[src/rtl/addsub64_if.sv]
// addsub64_if
//   Bundles the operand/result signals of the addsub64 adder/subtractor.
//   Parameter:
//     WIDTH      operand/result width in bits
//   Signals:
//     A, B       operands
//     M          mode: 0 = add, 1 = subtract
//     ovf_clr    synchronous clear of ovf_sticky
//     S          result, modulo 2^WIDTH
//     cout       carry out of MSB (subtract: 1 = no borrow)
//     ovf        signed overflow of the current result
//     zero       S == 0
//     neg        S[WIDTH-1]
//     ovf_sticky latched OR of ovf since last reset/clear
//   Modports:
//     master     drives operands, observes results (datapath / bench side)
//     slave      the adder itself
interface addsub64_if #(
    parameter int WIDTH = 64
);
    logic [WIDTH-1:0] A;
    logic [WIDTH-1:0] B;
    logic             M;
    logic             ovf_clr;
    logic [WIDTH-1:0] S;
    logic             cout;
    logic             ovf;
    logic             zero;
    logic             neg;
    logic             ovf_sticky;

    modport master (
        output A, B, M, ovf_clr,
        input  S, cout, ovf, zero, neg, ovf_sticky
    );

    modport slave (
        input  A, B, M, ovf_clr,
        output S, cout, ovf, zero, neg, ovf_sticky
    );
endinterface

[src/rtl/addsub64.sv]
// addsub64
//   Two's-complement adder/subtractor with ALU status flags. Used for PC+4,
//   branch-target adds and ALU add/sub.
//   S = A + (B ^ {WIDTH{M}}) + M, built from 4-bit carry-lookahead groups
//   whose group carries ripple from one group to the next.
//   Parameter:
//     WIDTH   operand/result width (>= 4, multiple of 4)
//   Ports:
//     clk     rising-edge clock
//     reset   asynchronous, active-high reset
//     bus     addsub64_if.slave: A, B, M, ovf_clr in; S, cout, ovf, zero,
//             neg, ovf_sticky out
//   Build option:
//     ADDSUB64_OUT_REG_EN  when defined, S/cout/ovf/zero/neg are registered
//                          (latency 1, reset to 0 except zero which resets
//                          to 1); when undefined they are combinational.
//                          ovf_sticky always samples the ovf seen at the
//                          output.
module addsub64 #(
    parameter int WIDTH = 64
) (
    input  logic        clk,
    input  logic        reset,
    addsub64_if.slave   bus
);

    localparam int NGRP = WIDTH / 4;

    // ------------------------------------------------------------------
    // Combinational core
    // ------------------------------------------------------------------
    logic [WIDTH-1:0] b_x;      // B conditionally inverted for subtract
    logic [WIDTH-1:0] gen;      // per-bit generate
    logic [WIDTH-1:0] prop;     // per-bit propagate
    logic [WIDTH:0]   carry;    // carry[i] = carry into bit i
    logic [WIDTH-1:0] sum;
    logic             sum_cout;
    logic             sum_ovf;
    logic             sum_zero;
    logic             sum_neg;

    always_comb begin
        logic [3:0] g4;
        logic [3:0] p4;
        logic       cin;
        logic       grp_g;
        logic       grp_p;

        b_x   = bus.B ^ {WIDTH{bus.M}};
        gen   = bus.A & b_x;
        prop  = bus.A ^ b_x;
        carry = '0;
        // M doubles as the carry-in, completing the two's-complement negate.
        carry[0] = bus.M;

        for (int grp = 0; grp < NGRP; grp++) begin
            g4  = gen[grp*4 +: 4];
            p4  = prop[grp*4 +: 4];
            cin = carry[grp*4];

            // Internal carries of the group, all computed directly from the
            // group carry-in (lookahead inside the group).
            carry[grp*4 + 1] = g4[0] | (p4[0] & cin);
            carry[grp*4 + 2] = g4[1] | (p4[1] & g4[0]) | (p4[1] & p4[0] & cin);
            carry[grp*4 + 3] = g4[2] | (p4[2] & g4[1]) | (p4[2] & p4[1] & g4[0])
                             | (p4[2] & p4[1] & p4[0] & cin);

            // Group generate/propagate; the group carry-out ripples onward.
            grp_g = g4[3] | (p4[3] & g4[2]) | (p4[3] & p4[2] & g4[1])
                  | (p4[3] & p4[2] & p4[1] & g4[0]);
            grp_p = &p4;
            carry[grp*4 + 4] = grp_g | (grp_p & cin);
        end

        sum      = prop ^ carry[WIDTH-1:0];
        sum_cout = carry[WIDTH];
        // Signed overflow: carry into the MSB disagrees with carry out of it.
        sum_ovf  = carry[WIDTH] ^ carry[WIDTH-1];
        sum_zero = ~|sum;
        sum_neg  = sum[WIDTH-1];
    end

    // ------------------------------------------------------------------
    // Output stage
    // ------------------------------------------------------------------
    logic out_ovf;   // ovf as seen on the output port

`ifdef ADDSUB64_OUT_REG_EN
    logic [WIDTH-1:0] s_q,    s_d;
    logic             cout_q, cout_d;
    logic             ovf_q,  ovf_d;
    logic             zero_q, zero_d;
    logic             neg_q,  neg_d;

    always_comb begin
        s_d    = sum;
        cout_d = sum_cout;
        ovf_d  = sum_ovf;
        zero_d = sum_zero;
        neg_d  = sum_neg;
    end

    // zero resets to 1 so the flags agree with the reset value S = 0.
    always_ff @(posedge clk or posedge reset) begin
        if (reset) begin
            s_q    <= '0;
            cout_q <= 1'b0;
            ovf_q  <= 1'b0;
            zero_q <= 1'b1;
            neg_q  <= 1'b0;
        end else begin
            s_q    <= s_d;
            cout_q <= cout_d;
            ovf_q  <= ovf_d;
            zero_q <= zero_d;
            neg_q  <= neg_d;
        end
    end

    assign bus.S    = s_q;
    assign bus.cout = cout_q;
    assign bus.ovf  = ovf_q;
    assign bus.zero = zero_q;
    assign bus.neg  = neg_q;
    assign out_ovf  = ovf_q;
`else
    assign bus.S    = sum;
    assign bus.cout = sum_cout;
    assign bus.ovf  = sum_ovf;
    assign bus.zero = sum_zero;
    assign bus.neg  = sum_neg;
    assign out_ovf  = sum_ovf;
`endif

    // ------------------------------------------------------------------
    // Sticky overflow; clear wins over a simultaneous overflow.
    // ------------------------------------------------------------------
    logic ovf_sticky_q, ovf_sticky_d;

    always_comb begin
        ovf_sticky_d = ovf_sticky_q | out_ovf;
        if (bus.ovf_clr) begin
            ovf_sticky_d = 1'b0;
        end
    end

    always_ff @(posedge clk or posedge reset) begin
        if (reset) begin
            ovf_sticky_q <= 1'b0;
        end else begin
            ovf_sticky_q <= ovf_sticky_d;
        end
    end

    assign bus.ovf_sticky = ovf_sticky_q;

endmodule

[src/flat_wrapper.sv]
// flat-port wrapper written by rule: the top's interface ports become plain ports
module addsub64_flat 
#(
    parameter int WIDTH = 64
)
  (clk, reset, bus_A, bus_B, bus_M, bus_ovf_clr, bus_S, bus_cout, bus_ovf, bus_zero, bus_neg, bus_ovf_sticky);
  addsub64_if #(.WIDTH(WIDTH)) bus_i ();
  input  logic clk;
  input  logic reset;
  input wire logic [$bits(bus_i.A)-1:0] bus_A;
  input wire logic [$bits(bus_i.B)-1:0] bus_B;
  input wire logic [$bits(bus_i.M)-1:0] bus_M;
  input wire logic [$bits(bus_i.ovf_clr)-1:0] bus_ovf_clr;
  output wire logic [$bits(bus_i.S)-1:0] bus_S;
  output wire logic [$bits(bus_i.cout)-1:0] bus_cout;
  output wire logic [$bits(bus_i.ovf)-1:0] bus_ovf;
  output wire logic [$bits(bus_i.zero)-1:0] bus_zero;
  output wire logic [$bits(bus_i.neg)-1:0] bus_neg;
  output wire logic [$bits(bus_i.ovf_sticky)-1:0] bus_ovf_sticky;
  assign bus_i.A = bus_A;
  assign bus_i.B = bus_B;
  assign bus_i.M = bus_M;
  assign bus_i.ovf_clr = bus_ovf_clr;
  assign bus_S = bus_i.S;
  assign bus_cout = bus_i.cout;
  assign bus_ovf = bus_i.ovf;
  assign bus_zero = bus_i.zero;
  assign bus_neg = bus_i.neg;
  assign bus_ovf_sticky = bus_i.ovf_sticky;
  addsub64 #(.WIDTH(WIDTH)) u_core (.clk(clk), .reset(reset), .bus(bus_i));
endmodule
[config.mk]
export PLATFORM = sky130hd
export DESIGN_NAME = addsub64_flat
export DESIGN_NICKNAME = d
export VERILOG_FILES = /design/src/rtl/addsub64_if.sv /design/src/rtl/addsub64.sv /design/src/flat_wrapper.sv
export SDC_FILE = /design/constraint.sdc
export NUM_CORES = 1
export LEC_CHECK = 0
export BUFFER_PORTS_ARGS = -buffer_cell sky130_fd_sc_hd__buf_2
export CAP_MARGIN = 20
export CELL_PAD_IN_SITES_DETAIL_PLACEMENT = 2
export CELL_PAD_IN_SITES_GLOBAL_PLACEMENT = 2
export CORE_MARGIN = 1.5
export CORE_UTILIZATION = 25
export DETAILED_ROUTE_END_ITERATION = 7
export PLACE_DENSITY = 0.84
export SLEW_MARGIN = 30
export SYNTH_ARGS = -nofsm -noshare
export SYNTH_HDL_FRONTEND = slang
export SYNTH_SLANG_ARGS = --single-unit
[constraint.sdc]
create_clock -name clk -period 6.6 [get_ports clk]
set_input_delay 0.33 -clock clk [delete_from_list [all_inputs] [get_ports clk]]
set_output_delay 0.33 -clock clk [all_outputs]
set_load 0.01 [all_outputs]
Word-level counts from Yosys, hierarchy flattened
Cells that the tools add are included.
{"block": "totals", "ff_bits": 1, "elab_cells": 426, "out_inout_bits": 69, "in_bits": 132}
{"block": "classes", "muxes": 1, "reduce_logical": 18, "bitwise_logic": 406}
{"operator": "$and 1x1->1", "n": 240}
{"operator": "$xor 64x64->64", "n": 3}
{"operator": "$or 1x1->1", "n": 161}
{"operator": "$and 64x64->64", "n": 1}
{"operator": "$reduce_and 4->1", "n": 16}
{"operator": "$reduce_or 64->1", "n": 1}
{"operator": "$logic_not 1->1", "n": 1}
{"operator": "$mux 1", "n": 1}
{"operator": "$xor 1x1->1", "n": 1}

Longest topological paths before layout
Gate-level depths: netlist (run 1).
{"block": "logic_depth", "word_depth": 40, "mapped_depth": 26, "ltp_nobuf": 24}

Worst setup path after synthesis (run 1)
No wires, ideal clock.
{"block": "synth_path", "path_kind": "input -> output", "startpoint": "input bus_M", "endpoint": "output bus_zero", "stages": 26, "required_time_ps": 6270, "n_path_buf": 2, "t_arrival_ps": 5395, "setup_slack_ps": 875, "cell_sequence": "buf_1 > buf_1 > xor2_1 > ha_1 > nand4_1 > nor3_2 > a31oi_1 > a21oi_1 > nor3_1 > o21bai_1 > nor2b_1 > o21a_1 > nor2_1 > nor2b_1 > nor2_1 > fa_1 > xnor2_1 > nor4_1 > nand4b_1 > nor4_1 > nand3b_1 > nor4_1 > o211ai_1 > nor4_1 > nand4_1 > nor4_2"}
{"block": "synth_via", "elab_cells_between_ends": 411, "classes_between": "394 x bitwise; 17 x reduce/logical"}
{"item": "from (decl)", "line": "flat_wrapper.sv:12", "rtl": "input wire logic [$bits(bus_i.M)-1:0] bus_M;"}
{"item": "$xor 64x64->64", "line": "addsub64.sv:49", "rtl": "b_x = bus.B ^ {WIDTH{bus.M}};"}
{"item": "$xor 64x64->64 or $and 64x64->64 (tied branches)", "line": "addsub64.sv:51, addsub64.sv:50"}
{"item": "$and 1x1->1 (on tied branches)", "line": "addsub64.sv:69, addsub64.sv:70"}
{"item": "$or 1x1->1, or another cell as far along", "line": "addsub64.sv:69", "rtl": "grp_g = g4[3] | (p4[3] & g4[2]) | (p4[3] & p4[2] & g4[1])"}
{"item": "$or 1x1->1 or $and 1x1->1 (tied branches)", "line": "addsub64.sv:69, addsub64.sv:70"}
{"item": "$or 1x1->1", "line": "addsub64.sv:70", "rtl": "| (p4[3] & p4[2] & p4[1] & g4[0]);"}
{"item": "$or 1x1->1", "line": "addsub64.sv:72", "rtl": "carry[grp*4 + 4] = grp_g | (grp_p & cin);"}
{"item": "$and 1x1->1", "line": "addsub64.sv:72"}
{"item": "[... 11 more ...]"}
{"item": "$and 1x1->1", "line": "addsub64.sv:72"}
{"item": "$or 1x1->1", "line": "addsub64.sv:72"}
{"item": "$and 1x1->1", "line": "addsub64.sv:63", "rtl": "carry[grp*4 + 1] = g4[0] | (p4[0] & cin);"}
{"item": "$or 1x1->1", "line": "addsub64.sv:63"}
{"item": "$xor 64x64->64 (*)", "line": "addsub64.sv:75", "rtl": "sum = prop ^ carry[WIDTH-1:0];"}
{"item": "named net bus_S[33]", "line": "flat_wrapper.sv:14", "rtl": "output wire logic [$bits(bus_i.S)-1:0] bus_S;"}
{"item": "$reduce_or 64->1 (*)", "line": "addsub64.sv:79", "rtl": "sum_zero = ~|sum;"}
{"item": "$logic_not 1->1 (*)", "line": "addsub64.sv:79"}
{"item": "to (decl)", "line": "flat_wrapper.sv:17", "rtl": "output wire logic [$bits(bus_i.zero)-1:0] bus_zero;"}
The timed path passes the listed nets; every way through them passes the cells marked *.

Final worst setup path (run 1)
{"block": "layout_path", "startpoint": "input bus_M", "endpoint": "output bus_zero"}
{"block": "layout_via", "elab_chain_len": 40, "elab_cells_between_ends": 411, "classes_between": "394 x bitwise; 17 x reduce/logical"}
{"item": "$xor 64x64->64", "line": "addsub64.sv:49"}
{"item": "$xor 64x64->64 or $and 64x64->64 (tied branches)", "line": "addsub64.sv:51, addsub64.sv:50"}
{"item": "$and 1x1->1 (on tied branches)", "line": "addsub64.sv:69, addsub64.sv:70"}
{"item": "$or 1x1->1, or another cell as far along", "line": "addsub64.sv:69"}
{"item": "$or 1x1->1 or $and 1x1->1 (tied branches)", "line": "addsub64.sv:69, addsub64.sv:70"}
{"item": "$or 1x1->1", "line": "addsub64.sv:70"}
{"item": "$or 1x1->1", "line": "addsub64.sv:72"}
{"item": "$and 1x1->1", "line": "addsub64.sv:72"}
{"item": "[... 24 more ...]"}
{"item": "$or 1x1->1", "line": "addsub64.sv:72"}
{"item": "$and 1x1->1", "line": "addsub64.sv:72"}
{"item": "$or 1x1->1", "line": "addsub64.sv:72"}
{"item": "$and 1x1->1 (on tied branches)", "line": "addsub64.sv:63, addsub64.sv:64, addsub64.sv:66"}
{"item": "$or 1x1->1 (on tied branches)", "line": "addsub64.sv:63, addsub64.sv:64, addsub64.sv:66"}
{"item": "$xor 64x64->64 (*)", "line": "addsub64.sv:75"}
{"item": "$reduce_or 64->1 (*)", "line": "addsub64.sv:79"}
{"item": "$logic_not 1->1 (*)", "line": "addsub64.sv:79"}
Mark *: on every way between the ends. The rest lies on a longest branch, timed or not.

==> out/metrics.cfg, run 1 <==
[status]
status = finished, final reports clean

[worst_setup_path]
crit_type = input pin to primary output
slowest_delay_ps = 590
cpMostUsedCell = nor4_1
worstPathArrival_ps = 5820
startpoint_type = input pin
cp-end-kind = primary output
crit_slowest_cell = fa_1
critPathMaxFanout = 24
required_ps = 6270

[sta]
layout_min_cycle_time_ps = 6153
worst_slew_pin_slew_ps = 547.5
rsz0062_at_grt = false
hold_viol = 0
fmax_mhz = 162.5
clock_skew_ps = 0
min_period_over_period_pct = 93.23
slew_viol_final = 0
tns_ps = 0
holdWs_ps = 163.1
relSlewSlack_pct = 63.25
setup_viol = 0
finalWorstSetupSlack_ps = 446.9

[clock_tree]
clkTransAtPathRegs_ps = 0
clk-insertion-delay-late_ps = 0

[floorplan]
start_util_pct = 25.42
die_w_um = 129.9
rows = 46
die_h_um = 129.9
io_pins = 201
coreArea_mm2 = 0.01583
dieArea_mm2 = 0.01686

[yosys]
avgSynthCellArea_um2 = 7.662
synth_edf_count = 0
ys_ff_latch = 1
synth_top_flop_cell = dfrtp_1
synth_cell_types = 66
synthCells = 525
synth_seq_area_share_pct = 0.6221
yosys_warnings = 0
synth_fp_nets = 736
netlist_area_mm2 = 0.004023
synth_compound_gate_area_share_pct = 22.92
synth_top_family_by_area = adder cells
async_reset_ff_share_pct = 100.0
synthSimpleGateAreaFrac_pct = 17.08
synth_fa_ha_area_share_pct = 27.37
synthMuxAreaShare_pct = 1.400
synthXorXnorAreaFrac_pct = 23.51

[finish]
largest_reg_flops = 1
postLayoutCellArea_mm2 = 0.005345
finish.net_count = 931
layout-drive-gt1-share_pct = 33.57
syn_to_final_growth_pct = 32.88

[pwr]
p_total_w = 0.0009142
power.density_mw_per_mm2 = 171.0
vdd_ir_drop_max_mv = 0.06790
power.leakage_nw = 2.764

[routing]
drtAntennaViolNets = 0
routed_via_density = 4.902
remaining_drc_errors = 0
finalWirelength_um = 17090
dr.pass1.iters = 4
wl_per_cell_um = 18.25
initialDrtViolationCount = 105
vias = 4588

[placed_design]
place.port_buffers = 200
dp_hpwl_um = 15640
pre_cts_ws_ps = -61.57
place_area_mm2 = 0.005290
gp_congestion = 0.8217

[global_route]
antenna_found_initial = 3
overflow = 0
grt_pass1_vias = 5072
grt_pass1_wl_um = 26230
track_usage_pct = 19.65
grt_max_degree = 25

[worst_hold_path]
hold_class = input pin to asynchronous set/reset pin

[flow_run]
max_cap_violations = 0

metrics by stage:
step | utilization, % | cells
floorplan | - | 525
global placement | 33.42 | 933
detailed placement | 33.42 | 933
CTS | 33.52 | 933
global route | 33.75 | 935
finish | 33.77 | 936
cells in the final DEF (no fill, tap or decap), types with 15 or more instances in the layout:
cell type,count
ha_1,64
xnor2_1,31
fa_1,15
buf_2,199
inv_1,63
nand2_1,25
a21oi_1,37
nor2_1,34
xor2_1,77
cell type report:
| type | count | area (µm²) |
|---|---|---|
| multi-input combinational | 449 | 3747 |
| antenna | 2 | 5.005 |
| timing repair buffer | 205 | 1061 |
| fill | 1923 | 10480 |
| sequential | 1 | 25.02 |
| tap | 216 | 270.3 |
| inverter | 63 | 236.5 |
kinds of logic after synthesis:
kind of cell,count (synthesis)
multiplexers,5
XOR/XNOR,108
flip-flops,1
buffers and inverters,75
AO/OA/AOI/OAI,125
AND/OR/NAND/NOR,132
adder cells (fa/ha/maj),79
worst paths after layout:
path,to,slack [ps],start,cells past startpoint
setup / recovery,bus_zero,450,bus_M,26
hold / removal,u_core.bus.ovf_sticky$_DFF_PP0_,160,reset,2
setup reg to reg,u_core.bus.ovf_sticky$_DFF_PP0_,5970,u_core.bus.ovf_sticky$_DFF_PP0_,2
hold reg to reg,u_core.bus.ovf_sticky$_DFF_PP0_,490,u_core.bus.ovf_sticky$_DFF_PP0_,2
max in group asynchronous,u_core.bus.ovf_sticky$_DFF_PP0_,6350,reset,2
min in group clk,u_core.bus.ovf_sticky$_DFF_PP0_,480,bus_ovf_clr,2
layer usage:
metal  GRT usage (%)  share of wire (%)  vias up
met3           2.050                4.6       16
met5               0              0.053        -
li1                -                  -     2230
met4           2.941                1.5        2
met2           36.66                 51      128
met1           24.73                 43     2212
worst max-delay path: cells and delay by family:
family          cells  cell delay (ps)
compound gates      5             1040
xor+xnor            1              180
buf+inv             2              320
fa+ha+maj           2              960
simple gates       16             2950
cell usage after synthesis (2+ instances only):
| library cell | number | area share, % |
|---|---|---|
| a311oi_1 | 3 | 0.65 |
| o21ai_1 | 5 | 0.62 |
| nor2_1 | 35 | 3.3 |
| and3_1 | 5 | 0.78 |
| clkbuf_1 | 8 | 0.75 |
| inv_1 | 63 | 5.9 |
| mux2i_1 | 3 | 0.75 |
| a211o_1 | 3 | 0.65 |
| xnor2_1 | 31 | 6.7 |
| or2_2 | 3 | 0.47 |
| a211oi_2 | 2 | 0.62 |
| a221o_1 | 2 | 0.50 |
| ha_1 | 64 | 20 |
| o21a_1 | 5 | 0.93 |
| fa_1 | 15 | 7.5 |
| o21bai_1 | 6 | 1.1 |
| a21oi_1 | 38 | 4.7 |
| nand2b_1 | 5 | 0.78 |
| o21ba_2 | 2 | 0.50 |
| xor2_1 | 77 | 17 |
| nor2b_1 | 4 | 0.62 |
| nor4_1 | 9 | 1.4 |
| nor3_1 | 8 | 1.0 |
| nand2_1 | 25 | 2.3 |
| buf_1 | 3 | 0.28 |
| a21o_1 | 9 | 1.7 |
| o21ai_0 | 14 | 1.7 |
| a21oi_2 | 5 | 1.1 |
| nand4_1 | 10 | 1.6 |
| nand3_1 | 13 | 1.6 |
| o211ai_1 | 5 | 0.93 |
| nor3_2 | 2 | 0.50 |
| or3_1 | 4 | 0.62 |
| a31oi_1 | 3 | 0.47 |
| o31ai_1 | 4 | 0.75 |
| and2_1 | 2 | 0.31 |
what timing repair did:
item                                    in CTS  in global routing
resized for setup                            4                  6
hold buffers                                 0                  0
cloned                                       0                  0
pin swaps                                    0                  1
setup buffers                                0                  1
endpoints found under the setup margin       1                  1
power by group:
group                total [W]  switching (W)     internal (W)  leakage, nW
logic                 0.000907       0.000544         0.000363         2.75
clock network  0.0000000000406              0  0.0000000000406    0.0000127
registers           0.00000756    0.000000423       0.00000714       0.0130
total                 0.000914       0.000544         0.000370         2.76
Note: power is estimated with default switching activity, not from simulation.
==> run 2: changes to the inputs <==
--- a/config.mk
+++ b/config.mk
@@ -9,6 +9,7 @@
 export CAP_MARGIN = 20
 export CELL_PAD_IN_SITES_DETAIL_PLACEMENT = 2
 export CELL_PAD_IN_SITES_GLOBAL_PLACEMENT = 2
+export CORE_ASPECT_RATIO = 0.7
 export CORE_MARGIN = 1.5
 export CORE_UTILIZATION = 25
 export DETAILED_ROUTE_END_ITERATION = 7
==> out/metrics.cfg, run 2 (synthesis gave the netlist of run 1 again) <==
[sta]
holdWs_ps = 175.7  ; +12.57 ps
min_period_over_period_pct = 93.48  ; +0.25 points
setup_viol = 0  ; unchanged
clock_skew_ps = 0  ; unchanged
relSlewSlack_pct = 54.38  ; -8.9 points
layout_min_cycle_time_ps = 6170  ; +16.45 ps
slew_viol_final = 0  ; unchanged
tns_ps = 0  ; unchanged
rsz0062_at_grt = false
worst_slew_pin_slew_ps = 679.4  ; +131.9 ps
fmax_mhz = 162.1  ; -0.27%
hold_viol = 0  ; unchanged

[routing]
finalWirelength_um = 18170  ; +6.4%
wl_per_cell_um = 19.79  ; +8.4%
dr.pass1.iters = 4  ; unchanged
remaining_drc_errors = 0  ; unchanged
routed_via_density = 4.999  ; +2.0%
initialDrtViolationCount = 146  ; +39%
vias = 4589  ; +0.022%
drtAntennaViolNets = 0  ; unchanged

[clock_tree]
clkTransAtPathRegs_ps = 0  ; unchanged
clk-insertion-delay-late_ps = 0  ; unchanged
holdBufCountCts = 0  ; unchanged

[worst_setup_path]
startpoint_type = input pin
r2r_cells = 2  ; unchanged
worstPathArrival_ps = 5840  ; +20 ps
crit_type = input pin to primary output
required_ps = 6270  ; about the same
critPathMaxFanout = 26  ; +8.3%
cp-end-kind = primary output

[finish]
ff_latch_area_um2 = 25.02  ; unchanged
finish.net_count = 930  ; -0.11%
postLayoutCellArea_mm2 = 0.005368  ; +0.42%
multi_input_area_mm2 = 0.003796  ; +1.3%
n_fill_cell = 1911  ; -0.62%
most-common-layout-cells = buf_2 (199), xor2_1 (77), ha_1 (64)
layout_commonest_cell = buf_2
syn_to_final_growth_pct = 33.44
layout-drive-gt1-share_pct = 33.89  ; +0.33 points
layout.cells.non_filler = 918  ; -1.9%
largest_reg_flops = 1  ; unchanged

[floorplan]
dieArea_mm2 = 0.01687  ; about the same
start_util_pct = 25.79  ; +0.38 points
rows = 38  ; -17%
die_h_um = 109.1  ; -16%
coreArea_mm2 = 0.01560  ; -1.5%
io_pins = 201  ; unchanged
die_w_um = 154.6  ; +19%

[pwr]
power.density_mw_per_mm2 = 176.0  ; +2.9%
switching_share_pct = 60.51  ; +0.97 points
vdd_ir_drop_max_mv = 0.06325  ; -6.8%
comb_power_share_pct = 99.2  ; about the same
power.leakage_nw = 2.769  ; +0.19%
power.share.sequential_pct = 0.8  ; about the same
p_sw_w = 0.0005715  ; +5.0%
p_int_w = 0.0003730  ; +0.83%
clkPwrFrac_pct = 0  ; unchanged

[global_route]
grt_max_degree = 27  ; +8.0%
antenna_found_initial = 2  ; -1
track_usage_pct = 20.98  ; +1.3 points
grt_pass1_wl_um = 27660  ; +5.4%
overflow = 0  ; unchanged
grt_pass1_vias = 5147  ; +1.5%

[placed_design]
place.port_buffers = 200  ; unchanged
dp_cells = 916  ; -1.8%
dp_hpwl_um = 16620  ; +6.3%
place_area_mm2 = 0.005263  ; -0.52%
gp_congestion = 0.8523  ; +3.7%

[worst_hold_path]
hold_class = input pin to asynchronous set/reset pin

[status]
status = finished, final reports clean

[flow_run]
max_cap_violations = 0  ; unchanged

-- run 2: cell count changes in the layout (fill, tap and decap cells not counted), sizes merged --
cell,delta
buf,-1
diode,-1
-- run 2: final cells by class --
cell class,instances,area share [%]
antenna,1,0.04662
inverter,63,4.406
multi-input combinational,449,70.72
sequential,1,0.4662
tap,200,4.662
timing repair buffer,204,19.70
-- run 2: power by group through the flow --
| stage | Combinational (W) | Sequential, W | Clock [W] |
|---|---|---|---|
| 6_report | 0.000937 | 0.00000780 | 0.0000000000203 |
| 5_1_grt | 0.00102 | 0.00000794 | 0 |
| 4_1_cts | 0.000927 | 0.00000783 | 0 |
| 3_5_place_dp | 0.000921 | 0.00000783 | 0 |
| 3_3_place_gp | 0.000889 | 0.00000748 | 0 |
| 2_1_floorplan | 0.000543 | 0.00000802 | 0 |
-- run 2: repair_timing --
item | CTS | global route
pin swaps | 0 | 2
resized for setup | 1 | 17
endpoints found under the setup margin | 1 | 1
setup buffers | 0 | 1
-- run 2: final timing paths --
check / startpoint / slack, ps / end
max reg2reg: u_core.bus.ovf_sticky$_DFF_PP0_ / 5930 / u_core.bus.ovf_sticky$_DFF_PP0_
min: reset / 180 / u_core.bus.ovf_sticky$_DFF_PP0_
min reg2reg: u_core.bus.ovf_sticky$_DFF_PP0_ / 530 / u_core.bus.ovf_sticky$_DFF_PP0_
min in group clk: bus_ovf_clr / 490 / u_core.bus.ovf_sticky$_DFF_PP0_
max in group asynchronous: reset / 6330 / u_core.bus.ovf_sticky$_DFF_PP0_
max: bus_M / 430 / bus_zero
-- run 2: stage by stage --
stage	power, W	utilization [%]	worst slack [ps]
after CTS	0.0009350	33.77	36.17
after floorplan	0.0005511	-	875.4
after global routing	0.001026	34.40	54.75
after global placement	0.0008969	33.75	268.0
final	0.0009444	34.42	430.5
after detailed placement	0.0009292	33.75	-71.70
-- run 2: per-layer routing --
layer  share of wire [%]  GRT usage (%)  wire (µm)
met5               0.039              0          7
met4                 1.4          2.473        250
met3                 4.6          2.544        829
met2                  47          37.13       8539
met1                  47          28.19       8543
-- run 2: critical path: stages --
cell and delay, ps:
buf_8 230, buf_6 280, xor2_1 110, ha_1 400, nand3_1 210, nor2_1 320
nand2_1 160, a211oi_4 300, or2_4 220, a31o_4 200, o21a_1 220, nor2_1 80
fa_1 410, xnor2_1 170, nor4_2 280, nand4b_1 130, nor4_1 290, nand3b_1 180
nor4_4 200, o211ai_1 170, nor4_2 300, nand4_1 130, nor4_2 310, buf_2 190
